$ cat config.mk
export PLATFORM = sky130hd
export DESIGN_NAME = comp_column_acc
export DESIGN_NICKNAME = d
export VERILOG_FILES = /design/src/rtl/comp_column_acc.sv
export SDC_FILE = /design/constraint.sdc
export NUM_CORES = 1
export LEC_CHECK = 0
export ABC_AREA = 1
export CAP_MARGIN = 0
export CORE_UTILIZATION = 59
export CTS_CLUSTER_SIZE = 12
export DETAILED_ROUTE_END_ITERATION = 7
export PLACE_DENSITY = 0.86
export SYNTH_ARGS = -nofsm -noshare
export SYNTH_HDL_FRONTEND = slang
export SYNTH_SLANG_ARGS = --single-unit
export TNS_END_PERCENT = 100
$ cat constraint.sdc
create_clock -name clk -period 5.8 [get_ports clk]
set_input_delay 0.87 -clock clk [delete_from_list [all_inputs] [get_ports clk]]
set_output_delay 0.87 -clock clk [all_outputs]
set_load 0.005 [all_outputs]
$ cat src/rtl/comp_column_acc.sv
// -----------------------------------------------------------------------------
// comp_column_acc
//
// Pipelined column compressor for the vedic multiplier datapath. Each accepted
// beat carries one N_IN-bit partial-product column. The ones in it are counted
// in two register stages:
//   S1 : the column is split into 4-bit groups; each group count (0..4) is
//        registered together with in_last and the effective mode.
//   S2 : the group counts are summed. In per-beat mode the sum is the result.
//        In frame mode the sums of all beats in a frame are accumulated with
//        saturation, and a single result is produced on the last beat.
//
// Handshake semantics (both sides):
//   A beat moves across an interface on a rising edge where valid && ready are
//   both high. A producer keeps valid and its payload stable until that edge.
//   in_ready is combinational from S1 occupancy and out_ready, so a full
//   pipeline with out_ready=1 still accepts one beat per cycle.
//
// Parameters:
//   N_IN   column width in bits (multiple of 4, >= 4)
//   ACC_W  accumulator / result width (>= clog2(N_IN+1))
//
// Ports:
//   clk        rising-edge clock
//   rst_n      asynchronous active-low reset
//   mode       0 = per-beat count, 1 = frame accumulate (sampled at frame start)
//   in_valid   input beat valid
//   in_ready   input beat accepted when in_valid && in_ready
//   in_bits    column bits
//   in_last    last beat of a frame (ignored in per-beat mode)
//   out_valid  result valid
//   out_ready  result consumed when out_valid && out_ready
//   out_count  per-beat count or saturated frame sum
//   out_ovf    frame sum saturated; qualifies out_count
// -----------------------------------------------------------------------------
module comp_column_acc #(
    parameter int N_IN  = 16,
    parameter int ACC_W = 8
) (
    input  logic             clk,
    input  logic             rst_n,
    input  logic             mode,
    input  logic             in_valid,
    output logic             in_ready,
    input  logic [N_IN-1:0]  in_bits,
    input  logic             in_last,
    output logic             out_valid,
    input  logic             out_ready,
    output logic [ACC_W-1:0] out_count,
    output logic             out_ovf
);

    localparam int NG = N_IN / 4;            // number of 4-bit groups
    localparam int CW = $clog2(N_IN + 1);    // width of one column popcount
    localparam int SW = ACC_W + 1;           // accumulate width incl. carry-out

    // ------------------------------------------------------------------
    // Registers
    // ------------------------------------------------------------------
    logic                  r_s1_valid;
    logic [NG-1:0][2:0]    r_s1_grp;
    logic                  r_s1_last;
    logic                  r_s1_mode;

    logic                  r_frame_start;    // next accepted beat opens a frame
    logic                  r_frame_mode;     // mode latched at frame start

    logic                  r_out_valid;
    logic [ACC_W-1:0]      r_out_count;
    logic                  r_out_ovf;

    logic [ACC_W-1:0]      r_acc;
    logic                  r_ovf_acc;        // sticky saturation flag for the frame

    // ------------------------------------------------------------------
    // Wires
    // ------------------------------------------------------------------
    logic                  w_transfer;
    logic                  w_accept;
    logic                  w_consume;
    logic                  w_eff_mode;
    logic [NG-1:0][2:0]    w_grp;
    logic [CW-1:0]         w_pc;
    logic [SW-1:0]         w_sum;
    logic                  w_ovf;
    logic [ACC_W-1:0]      w_sat;

    // ------------------------------------------------------------------
    // Handshake
    // ------------------------------------------------------------------
    // S1 can move into S2 whenever S2 is empty or is being emptied this edge.
    assign w_transfer = r_s1_valid && (!r_out_valid || out_ready);
    assign in_ready   = !r_s1_valid || w_transfer;
    assign w_accept   = in_valid && in_ready;
    assign w_consume  = r_out_valid && out_ready;

    // The mode pin only matters on the first beat of a frame; later beats
    // follow the latched mode so a mid-frame toggle is harmless.
    assign w_eff_mode = r_frame_start ? mode : r_frame_mode;

    // ------------------------------------------------------------------
    // Stage 1 combinational: per-group popcount
    // ------------------------------------------------------------------
    always_comb begin
        w_grp = '0;
        for (int g = 0; g < NG; g++) begin
            for (int b = 0; b < 4; b++) begin
                w_grp[g] = w_grp[g] + {2'b00, in_bits[4*g + b]};
            end
        end
    end

    // ------------------------------------------------------------------
    // Stage 2 combinational: sum of groups and saturating accumulate
    // ------------------------------------------------------------------
    always_comb begin
        w_pc = '0;
        for (int g = 0; g < NG; g++) begin
            w_pc = w_pc + CW'(r_s1_grp[g]);
        end
    end

    // One extra bit catches the carry that signals saturation.
    assign w_sum = SW'(r_acc) + SW'(w_pc);
    assign w_ovf = w_sum[ACC_W];
    assign w_sat = w_ovf ? {ACC_W{1'b1}} : w_sum[ACC_W-1:0];

    // ------------------------------------------------------------------
    // Stage 1 registers and frame tracking
    // ------------------------------------------------------------------
    always_ff @(posedge clk or negedge rst_n) begin
        if (!rst_n) begin
            r_s1_valid    <= 1'b0;
            r_s1_grp      <= '0;
            r_s1_last     <= 1'b0;
            r_s1_mode     <= 1'b0;
            r_frame_start <= 1'b1;
            r_frame_mode  <= 1'b0;
        end else begin
            if (w_accept) begin
                r_s1_valid    <= 1'b1;
                r_s1_grp      <= w_grp;
                // in_last has no meaning for per-beat counts, so drop it here.
                r_s1_last     <= in_last && w_eff_mode;
                r_s1_mode     <= w_eff_mode;
                r_frame_mode  <= w_eff_mode;
                // A frame stays open only after a frame-mode beat without last.
                r_frame_start <= !w_eff_mode || in_last;
            end else if (w_transfer) begin
                r_s1_valid    <= 1'b0;
            end
        end
    end

    // ------------------------------------------------------------------
    // Stage 2 registers: output holding register and accumulator
    // ------------------------------------------------------------------
    always_ff @(posedge clk or negedge rst_n) begin
        if (!rst_n) begin
            r_out_valid <= 1'b0;
            r_out_count <= '0;
            r_out_ovf   <= 1'b0;
            r_acc       <= '0;
            r_ovf_acc   <= 1'b0;
        end else begin
            // A consume frees the slot; a transfer below may refill it on
            // the same edge, which overrides this clear.
            if (w_consume) begin
                r_out_valid <= 1'b0;
            end

            if (w_transfer) begin
                if (!r_s1_mode) begin
                    r_out_count <= ACC_W'(w_pc);
                    r_out_ovf   <= 1'b0;
                    r_out_valid <= 1'b1;
                end else if (r_s1_last) begin
                    r_out_count <= w_sat;
                    r_out_ovf   <= r_ovf_acc | w_ovf;
                    r_out_valid <= 1'b1;
                    r_acc       <= '0;
                    r_ovf_acc   <= 1'b0;
                end else begin
                    r_acc       <= w_sat;
                    r_ovf_acc   <= r_ovf_acc | w_ovf;
                end
            end
        end
    end

    assign out_valid = r_out_valid;
    assign out_count = r_out_count;
    assign out_ovf   = r_out_ovf;

endmodule

==> run metrics <==
LEAKAGE=1.54 nW; largest family of logic cells by synthesized area=simple AND/OR/NAND/NOR gates; Die Ht=64.2 µm; via count=1855; Worst EP required=5.99 ns; fin crit share=67.2%; number of CTS-inserted buffers=5; worst skew pair latency=0.29 ns; initial antenna violation count=0; Fin Setup TNS=0 ns; hold_ws=0.487 ns; overall die width=64.2 µm; Net Count, Synth=between 300 and 400; clk sink count=35; PwrDens=473 mW/mm²; vias in the first global route=around 1900; share of cells above drive strength 1=6.23%; dpl cell area=around 0.0026 mm²; Initial Util=61.9%; post-synthesis sequential area ratio=38.4%; post-synthesis xor/xnor area fraction=0.767%; Post-Layout Inst Area=0.00275 mm²; DRC=0; Slew Limit Fails=0; CP startpoint kind=register; post-synthesis mux area share=0%; Worst-Margin Slew=0.636 ns; Starting DRT DRC Count=~140; Power Total=1.30 mW; CP max-delay cell=fa_1; Final Hold Viols=0; placeable core region=0.00369 mm²; dpl hpwl=3410 µm; clk buf depth=2; DR WL/cell=12.3 µm; Setup CP Type=register to register; Pre-antenna DRT Iters=5; global route overflow=0; Post-Syn Area=0.00228 mm²; Hold-fix buffers, CTS=0; GPL Wtd Cong=0.876; nets=~370; Post-Synth Simple-Gate Area=26.0%; status=finished clean; area occupied by multi-input gates=between 0.001 and 0.0015 mm²; maximum capacitance violations=0; unrepaired setup endpoints after global routing=false; HP Class=register to register; post-synthesis compound-gate area fraction=4.66%; worst-path fanout max=13; number of port buffers=32; Fmax=256 MHz; post-layout min period=about 3.9 ns; Clock transition at path regs=0.07 ns; Synth Register Bits=35; VDD IR-drop max=0.242 mV; CP bufs+invs=3; Rows=22; critical path's top delay family=adder cells; FF/Latch Area=about 900 µm²; Clock Skews=0.00467 ns; Avg Inst Size Synth=8.01 µm²; Cells after Synth=285; antenna-violating nets left=0; # setup viols final=0; largest net degree at the start of global routing=36; Largest stage delay, worst path=about 0.5 ns; synth warn=0; synthesis-to-finish area growth=20.4%; drt via density=5.03; cell chain of the critical path=inv_1 -> fa_1 -> fa_1 -> inv_1 -> ha_1 -> fa_1 -> xnor2_1 -> inv_1 -> ha_1 -> a21oi_2 -> nand2_2 -> a21oi_2 -> nand3_1 -> nand2_1 -> nand2_1; normalized max-slew margin=57.6%; H-tree levels=2; Root Buffer=clkbuf_8; final WL=4540 µm; post-CTS setup buffers=0; Post-Synth Adder-Cell Area=19.5%; diode count=0; first-pass GRT wire length=7990 µm; CTS tree=done; arrival time worst endpoint=around 4 ns; DIE AREA=~0.004 mm²; unique cell type count in the Yosys netlist=25; critical path endpoint category=register; gr usage total=25.5%; io pins=33; Gates resized, CTS repair=0; Fillers=287
==> flip-flops by register name, indices dropped and copies added (netlist names) <==
| signal | cells |
|---|---|
| out_count | 8 |
| out_ovf | 1 |
| out_valid | 1 |
| r_acc | 8 |
| r_frame_mode | 1 |
| r_frame_start | 1 |
| r_ovf_acc | 1 |
| r_s1_grp | 12 |
| r_s1_last | 1 |
| r_s1_valid | 1 |
==> metal layers <==
metal	track usage, %	part of all wire, %
met5	0	0
met1	30.3	42
met2	46.0	53
met3	4.29	3.2
met4	9.72	1.5
==> kinds of logic (layout without fill, tap and decap cells) <==
group / Yosys count / in the layout
flip-flops: 35 / 35
buffers and inverters: 59 / 95
AND/OR/NAND/NOR: 141 / 141
XOR/XNOR: 2 / 2
adder cells (fa/ha/maj): 29 / 29
AO/OA/AOI/OAI: 19 / 19
==> cells in the mapped netlist (all sizes together) <==
cell type | count | share of area (%)
inv | 54 | 8.9
buf | 4 | 1.4
dfstp | 1 | 1.2
nand2 | 107 | 18
fa | 11 | 9.6
a21oi | 5 | 1.4
dfrtp | 34 | 37
ha | 18 | 9.9
nor2 | 13 | 2.6
xnor2 | 2 | 0.77
nand4 | 1 | 0.27
nand3b | 2 | 0.66
clkbuf | 1 | 0.33
nand3 | 18 | 4.2
o21bai | 1 | 0.33
o21ai | 12 | 2.6
a31oi | 1 | 0.27
==> cells in the final DEF, fill, tap and decap left out <==
| master | count |
|---|---|
| nand3_2 | 1 |
| nor2_1 | 11 |
| nand3_1 | 17 |
| inv_1 | 54 |
| buf_4 | 1 |
| a21oi_1 | 3 |
| fa_1 | 11 |
| o21bai_1 | 1 |
| nand2_2 | 4 |
| nand2_4 | 1 |
| nand4_1 | 1 |
| clkdlybuf4s50_1 | 32 |
| nand2_1 | 102 |
| nor2_2 | 1 |
| nand3b_1 | 2 |
| a21oi_2 | 2 |
| xnor2_1 | 2 |
| dfrtp_1 | 34 |
| o21ai_1 | 6 |
| clkbuf_8 | 6 |
| a31oi_1 | 1 |
| dfstp_2 | 1 |
| ha_1 | 18 |
| bufinv_16 | 1 |
| o21ai_0 | 6 |
| clkinv_2 | 1 |
| nor2_4 | 1 |
==> path summary, 6_finish.rpt <==
path | from | end | slack (ns) | cells past startpoint
worst min register to register | out_count[1]$_DFFE_PN0P_ | out_count[1]$_DFFE_PN0P_ | 0.49 | 2
worst max-delay path | r_s1_grp[4]$_DFFE_PN0P_ | r_acc[5]$_DFFE_PN0P_ | 1.90 | 15
worst max register to register | r_s1_grp[4]$_DFFE_PN0P_ | r_acc[5]$_DFFE_PN0P_ | 1.90 | 15
min in group asynchronous | rst_n | r_acc[7]$_DFFE_PN0P_ | 0.99 | 2
max in group asynchronous | rst_n | r_frame_start$_DFFE_PN1P_ | 4.47 | 2
worst min-delay path | out_count[1]$_DFFE_PN0P_ | out_count[1]$_DFFE_PN0P_ | 0.49 | 2
==> worst min-delay path, cell delays in order, from the launching register on <==
cell	delay [ns]
dfrtp_1	0.34
nand2_1	0.06
nand2_1	0.06
==> where the power goes <==
| group | internal [mW] | switching, mW |
|---|---|---|
| Clock | 0.139 | 0.0884 |
| Sequential | 0.309 | 0.0439 |
| Combinational | 0.306 | 0.414 |
==> area by class of cell <==
type                       count  share of cell area, %
tap                           48                   2.18
multi-input combinational    191                   42.3
inverter                      54                   7.37
clock inverter                 2                   1.27
clock buffer                   6                   3.00
sequential                    35                   31.9
timing repair buffer          33                   11.9
==> per-stage QoR <==
step | utilization [%] | cells | setup slack [ns]
global route | 74.5 | 369 | 1.69
finish | 74.5 | 369 | 1.90
global placement | 71.3 | 361 | 2.02
detailed placement | 71.3 | 361 | 1.92
floorplan | - | 285 | 2.34
CTS | 74.5 | 369 | 1.90
(Power assumes the default switching activity.)
